File: config.mk
export PLATFORM = sky130hd
export DESIGN_NAME = gtech_fd_pipe_flat
export DESIGN_NICKNAME = d
export VERILOG_FILES = /design/src/rtl/gtech_fd_pkg.sv /design/src/rtl/gtech_fd_pipe_if.sv /design/src/rtl/gtech_fd_stage.sv /design/src/rtl/gtech_fd_pipe.sv /design/src/flat_wrapper.sv
export SDC_FILE = /design/constraint.sdc
export NUM_CORES = 1
export LEC_CHECK = 0
export CAP_MARGIN = 20
export CORE_ASPECT_RATIO = 1.2
export CORE_MARGIN = 1
export CORE_UTILIZATION = 46
export DETAILED_ROUTE_END_ITERATION = 12
export GPL_TIMING_DRIVEN = 1
export MAX_ROUTING_LAYER = met4
export PLACE_DENSITY_LB_ADDON = 0.3
export SLEW_MARGIN = 10
export SYNTH_ARGS = -nofsm -noshare
export SYNTH_HDL_FRONTEND = slang
export SYNTH_SLANG_ARGS = --single-unit
export TNS_END_PERCENT = 50
File: constraint.sdc
create_clock -name CP -period 1.7 [get_ports CP]
set_input_delay 0.425 -clock CP [delete_from_list [all_inputs] [get_ports CP]]
set_output_delay 0.425 -clock CP [all_outputs]
set_load 0.02 [all_outputs]
File: src/rtl/gtech_fd_pkg.sv
`default_nettype none
// +----------------------------------------------------------------------+
// | gtech_fd_pkg : shared helpers for the gtech_fd_pipe retiming block    |
// | Rev 1.0                                                               |
// +----------------------------------------------------------------------+
package gtech_fd_pkg;

    // Replicated across WIDTH to form the default per-lane reset value.
    localparam bit FD_RST_BIT = 1'b1;

    function automatic int fd_clog2(input int value);
        int result;
        result = 0;
        while ((1 << result) < value) begin
            result = result + 1;
        end
        return result;
    endfunction

    function automatic bit fd_params_ok(input int width, input int channels, input int depth);
        return (width >= 1) && (channels >= 1) && (depth >= 1);
    endfunction

endpackage
`default_nettype wire

File: src/rtl/gtech_fd_pipe_if.sv
`default_nettype none
// +----------------------------------------------------------------------+
// | gtech_fd_pipe_if : data/valid/control bundle of the flop pipeline     |
// | Rev 1.0                                                               |
// +----------------------------------------------------------------------+
interface gtech_fd_pipe_if
    import gtech_fd_pkg::*;
#(
    parameter int WIDTH    = 4,
    parameter int CHANNELS = 4,
    parameter int DEPTH    = 3
);
    localparam int DW   = WIDTH * CHANNELS;
    localparam int OCCW = fd_clog2(DEPTH + 1);

    logic            EN;
    logic            CLR;
    logic            VI;
    logic [DW-1:0]   D;
    logic [DW-1:0]   Q;
    logic [DW-1:0]   QN;
    logic            VO;
    logic [OCCW-1:0] OCC;

    modport master (
        output EN, CLR, VI, D,
        input  Q, QN, VO, OCC
    );

    modport slave (
        input  EN, CLR, VI, D,
        output Q, QN, VO, OCC
    );

endinterface
`default_nettype wire

File: src/rtl/gtech_fd_stage.sv
`default_nettype none
// +----------------------------------------------------------------------+
// | gtech_fd_stage : one data+valid register stage, SD > CLR > EN         |
// | Rev 1.0                                                               |
// +----------------------------------------------------------------------+
module gtech_fd_stage #(
    parameter int            DW      = 16,
    parameter logic [DW-1:0] RST_VAL = '1
) (
    input  wire logic          CP,
    input  wire logic          SD,
    input  wire logic          EN,
    input  wire logic          CLR,
    input  wire logic [DW-1:0] data_i,
    input  wire logic          valid_i,
    output logic      [DW-1:0] data_o,
    output logic               valid_o
);

    logic [DW-1:0] data_q;
    logic [DW-1:0] data_d;
    logic          valid_q;
    logic          valid_d;

    // CLR only touches the valid bit; data keeps following EN.
    always_comb begin
        data_d  = data_q;
        valid_d = valid_q;
        if (EN) begin
            data_d  = data_i;
            valid_d = valid_i;
        end
        if (CLR) begin
            valid_d = 1'b0;
        end
    end

    always_ff @(posedge CP) begin
        if (!SD) begin
            data_q  <= RST_VAL;
            valid_q <= 1'b0;
        end else begin
            data_q  <= data_d;
            valid_q <= valid_d;
        end
    end

    assign data_o  = data_q;
    assign valid_o = valid_q;

endmodule
`default_nettype wire

File: src/rtl/gtech_fd_pipe.sv
`default_nettype none
// +----------------------------------------------------------------------+
// | gtech_fd_pipe : DEPTH-stage multi-lane flop pipeline with valid/OCC   |
// | Rev 1.0                                                               |
// +----------------------------------------------------------------------+
module gtech_fd_pipe
    import gtech_fd_pkg::*;
#(
    parameter int               WIDTH    = 4,
    parameter int               CHANNELS = 4,
    parameter int               DEPTH    = 3,
    parameter logic [WIDTH-1:0] RST_VAL  = {WIDTH{FD_RST_BIT}}
) (
    input  wire logic         CP,
    input  wire logic         SD,
    gtech_fd_pipe_if.slave    bus
);

    localparam int DW   = WIDTH * CHANNELS;
    localparam int OCCW = fd_clog2(DEPTH + 1);

    if (!fd_params_ok(WIDTH, CHANNELS, DEPTH)) begin : g_param_error
        $error("gtech_fd_pipe: WIDTH, CHANNELS and DEPTH must all be >= 1");
    end

    logic [DW-1:0]   w_data  [DEPTH+1];
    logic            w_valid [DEPTH+1];
    logic [OCCW-1:0] occ_q;
    logic [OCCW-1:0] occ_d;

    assign w_data[0]  = bus.D;
    assign w_valid[0] = bus.VI;

    for (genvar i = 0; i < DEPTH; i++) begin : g_stage
        gtech_fd_stage #(
            .DW      (DW),
            .RST_VAL ({CHANNELS{RST_VAL}})
        ) u_stage (
            .CP      (CP),
            .SD      (SD),
            .EN      (bus.EN),
            .CLR     (bus.CLR),
            .data_i  (w_data[i]),
            .valid_i (w_valid[i]),
            .data_o  (w_data[i+1]),
            .valid_o (w_valid[i+1])
        );
    end

    // A full pipe always has a valid last stage, so the shift update never overflows.
    always_comb begin
        occ_d = occ_q;
        if (bus.CLR) begin
            occ_d = '0;
        end else if (bus.EN) begin
            occ_d = occ_q + OCCW'(bus.VI) - OCCW'(w_valid[DEPTH]);
        end
    end

    always_ff @(posedge CP) begin
        if (!SD) begin
            occ_q <= '0;
        end else begin
            occ_q <= occ_d;
        end
    end

    assign bus.Q   = w_data[DEPTH];
    assign bus.QN  = ~w_data[DEPTH];
    assign bus.VO  = w_valid[DEPTH];
    assign bus.OCC = occ_q;

endmodule
`default_nettype wire

File: src/flat_wrapper.sv
// flat-port wrapper written by rule: the top's interface ports become plain ports
module gtech_fd_pipe_flat import gtech_fd_pkg::*;
#(
    parameter int               WIDTH    = 4,
    parameter int               CHANNELS = 4,
    parameter int               DEPTH    = 3,
    parameter logic [WIDTH-1:0] RST_VAL  = {WIDTH{FD_RST_BIT}}
)
  (CP, SD, bus_EN, bus_CLR, bus_VI, bus_D, bus_Q, bus_QN, bus_VO, bus_OCC);
  gtech_fd_pipe_if #(.WIDTH(WIDTH), .CHANNELS(CHANNELS), .DEPTH(DEPTH)) bus_i ();
  input  wire logic CP;
  input  wire logic SD;
  input wire logic [$bits(bus_i.EN)-1:0] bus_EN;
  input wire logic [$bits(bus_i.CLR)-1:0] bus_CLR;
  input wire logic [$bits(bus_i.VI)-1:0] bus_VI;
  input wire logic [$bits(bus_i.D)-1:0] bus_D;
  output wire logic [$bits(bus_i.Q)-1:0] bus_Q;
  output wire logic [$bits(bus_i.QN)-1:0] bus_QN;
  output wire logic [$bits(bus_i.VO)-1:0] bus_VO;
  output wire logic [$bits(bus_i.OCC)-1:0] bus_OCC;
  assign bus_i.EN = bus_EN;
  assign bus_i.CLR = bus_CLR;
  assign bus_i.VI = bus_VI;
  assign bus_i.D = bus_D;
  assign bus_Q = bus_i.Q;
  assign bus_QN = bus_i.QN;
  assign bus_VO = bus_i.VO;
  assign bus_OCC = bus_i.OCC;
  gtech_fd_pipe #(.WIDTH(WIDTH), .CHANNELS(CHANNELS), .DEPTH(DEPTH), .RST_VAL(RST_VAL)) u_core (.CP(CP), .SD(SD), .bus(bus_i));
endmodule
==> flow_metrics.env <==
export IMPL_status="finished, final reports clean"
export IMPL_cp_num_buf_inv=1
export IMPL_nets=270
export IMPL_insertion_delay_ps=300
export IMPL_synth_xor_xnor_area_share_pct=0.445
export IMPL_yosys_area_top_type_share_pct=53.9
export IMPL_grt_pass1_wl_um=5180
export IMPL_cp_required_ps=1270
export IMPL_slew_headroom_pct=75.7
export IMPL_coreArea_um2=4000
export IMPL_period_share_pct=96.9
export IMPL_syn_avg_cell_area_um2=10.0
export IMPL_diodes=0
export IMPL_rows=25
export IMPL_r2r_end="u_core.bus.OCC[1]$_SDFFE_PP0P_"
export IMPL_min_path_type="flop to flop"
export IMPL_cp_top_family="buffers and inverters"
export IMPL_post_drt_via_cell_ratio=4.73
export IMPL_hold_viol=0
export IMPL_synth_area_top_cells="dfxtp_1 54%, mux2i_1 18%, nand2_1 9.2%"
export IMPL_wl_per_cell_um=10.9
export IMPL_irDropWorstVdd_mv=0.560
export IMPL_r2r_slack_ps=200
export IMPL_min_path_cells=2
export IMPL_cts_hold_buffers_added=0
export IMPL_worstPathArrival_ps=1220
export IMPL_drc_errors=0
export IMPL_leakage_uw=0.00133
export IMPL_rr_startpoint="u_core.bus.OCC[0]$_SDFFE_PP0P_"
export IMPL_reg2reg_depth=7
export IMPL_hp_start="u_core.g_stage[0].u_stage.data_o[15]$_SDFFE_PN1P_"
export IMPL_portBuffers=55
export IMPL_synthMuxAreaShare_pct=18.3
export IMPL_grt_pass1_vias=1250
export IMPL_cts_root_buffer="clkbuf_8"
export IMPL_cts_buffer_depth=2
export IMPL_num_vias=1424
export IMPL_setup_tns_ps=0
export IMPL_power_density_nw_per_um2=892
export IMPL_postSynthCellCount=196
export IMPL_dp_hpwl_um=2170
export IMPL_end_kind="output port"
export IMPL_die_x_um=61.7
export IMPL_wl_um=3270
export IMPL_synthAdderAreaFrac_pct=1.27
export IMPL_synth_compound_area_share_pct=7.19
export IMPL_seqCellArea_um2=1060
export IMPL_maxCapViolCount=0
export IMPL_cp_max_fo=2
export IMPL_die_height_um=73.6
export IMPL_grt_max_degree=71
export IMPL_path_clk_slew_ps=80
export IMPL_area_growth_pct=33.0
export IMPL_cts_buffers=5
export IMPL_synth_top_family_by_area="multiplexers"
export IMPL_critPathKind="flop to output port"
export IMPL_dieArea_um2=4540
export IMPL_fin_skew_ps=3.75
export IMPL_postRouteAntennaNets=0
export IMPL_finalNonFillerCells=301
export IMPL_finalMaxSlewViolations=0
export IMPL_synth_top_cell_by_area="dfxtp_1"
export IMPL_setup_viol=0
export IMPL_drtIter0Drc=50
export IMPL_antenna_found_initial=0
export IMPL_cp_slowest_cell="clkdlybuf4s50_1"
export IMPL_firstDrtPassIters=4
export IMPL_fmax_mhz=607
export IMPL_layout_drive_gt1_share_pct=4.05
export IMPL_cts_tree="yes"
export IMPL_fill_cells=368
export IMPL_start_kind="flop"
export IMPL_cts_max_level=2
export IMPL_dp_cells=294
export IMPL_worstMarginPinSlew_ps=364
export IMPL_synth_cell_types=15
export IMPL_finalWeightedCongestion=0.670
export IMPL_clock_sinks=53
export IMPL_synth_nets=219
export IMPL_synth_simple_area_share_pct=10.4
export IMPL_min_to="u_core.g_stage[0].u_stage.data_o[15]$_SDFFE_PN1P_"
export IMPL_path_cells="clkdlybuf4s50_1"
export IMPL_finalCriticalPeriod_ps=1650
export IMPL_syn_area_um2=1970
export IMPL_ys_seq_area_share_pct=53.9
export IMPL_ys_seq_elements=53
export IMPL_yosysWarnings=0
export IMPL_multi_input_area_um2=741
export IMPL_power_uw=2330
export IMPL_pin_count=56
export IMPL_floorplan_initialDensity_pct=49.1
export IMPL_slowest_delay_ps=600
export IMPL_rsz0062_at_grt="no"
export IMPL_overflow=0
export IMPL_grtUsageTotal_pct=16.3
[per-stage QoR]
| step | hold slack, ps | instance area [um2] | utilization (%) | setup WS, ps |
|---|---|---|---|---|
| 4_1_cts | 480 | 2590 | 64.6 | 11.9 |
| 3_3_place_gp | 455 | 2530 | 63.1 | 22.8 |
| 2_1_floorplan | 441 | 1970 | - | 150 |
| 6_report | 475 | 2620 | 65.3 | 52.3 |
| 3_5_place_dp | 457 | 2530 | 63.1 | -19.6 |
| 5_1_grt | 496 | 2620 | 65.3 | 4.95 |
[cells by family after synthesis]
logic type / count (synthesis)
xor+xnor: 1
mux: 36
flops: 53
simple gates: 54
fa+ha+maj: 2
buf+inv: 32
compound gates: 18
[per-layer routing]
layer,part of all wire [%],track usage [%]
met1,44,17.1
met2,49,26.8
met3,4.9,5.28
met5,0,-
met4,2.1,8.40
[placed cells by master (no fill, tap or decap)]
cell,netlist,final
a211oi_2,1,1
a31o_1,1,1
buf_12,0,2
buf_2,6,1
clkbuf_1,1,1
clkbuf_8,0,6
clkdlybuf4s50_1,0,21
dfxtp_1,53,53
dlygate4sd2_1,0,21
dlymetal6s2s_1,0,12
ha_1,2,2
inv_1,19,19
mux2i_1,36,36
nand2_1,48,48
nand2b_1,1,1
nor2_1,5,5
o211ai_1,16,16
xor2_1,1,1
[cells in the mapped netlist]
cell type	number
a31o_1	1
mux2i_1	36
buf_6	5
dfxtp_1	53
o211ai_1	16
ha_1	2
nand2_1	48
inv_1	19
nor2_1	5
xor2_1	1
nand2b_1	1
clkbuf_1	1
a211oi_2	1
buf_2	6
buf_1	1
[worst max path at each step]
stage                     cells after the start                                         startpoint                        endpoint
after floorplan                               7                     u_core.bus.OCC[0]$_SDFFE_PP0P_  u_core.bus.OCC[1]$_SDFFE_PP0P_
after global placement                        5                                             bus_VI  u_core.bus.OCC[1]$_SDFFE_PP0P_
after detailed placement                      5                                             bus_VI  u_core.bus.OCC[1]$_SDFFE_PP0P_
after CTS                                     1   u_core.g_stage[2].u_stage.data_o[5]$_SDFFE_PN1P_                        bus_Q[5]
after global routing                          1  u_core.g_stage[2].u_stage.data_o[11]$_SDFFE_PN1P_                       bus_Q[11]
final                                         1  u_core.g_stage[2].u_stage.data_o[12]$_SDFFE_PN1P_                       bus_Q[12]
[tightest hold or removal path, cell delays in order (launching register included)]
cell     delay, ps
dfxtp_1        330
mux2i_1         60
nand2_1         60
[power breakdown]
group	switching, uW	internal [uW]	leakage (uW)
logic	166	158	0.000852
clock network	359	323	0.0000443
registers	27.6	1300	0.000436
total	553	1780	0.00133
[final cells by class]
class	instances	area share (%)
Clock buffer	7	3.30
Inverter	19	2.73
Multi-Input combinational cell	111	28.3
Sequential cell	53	40.6
Tap cell	54	2.58
Timing Repair Buffer	57	22.5
[flip-flops by register name (all words and copies together) (netlist names)]
name / cells
u_core.g_stage.u_stage.data_o: 48
u_core.g_stage.u_stage.valid_o: 3
u_core.bus.OCC: 2
[what timing repair did]
action	CTS	global route
setup buffers	0	0
endpoints found under the setup margin	21	12
gates resized for setup	21	12
Power figures use the tool's default switching activity.
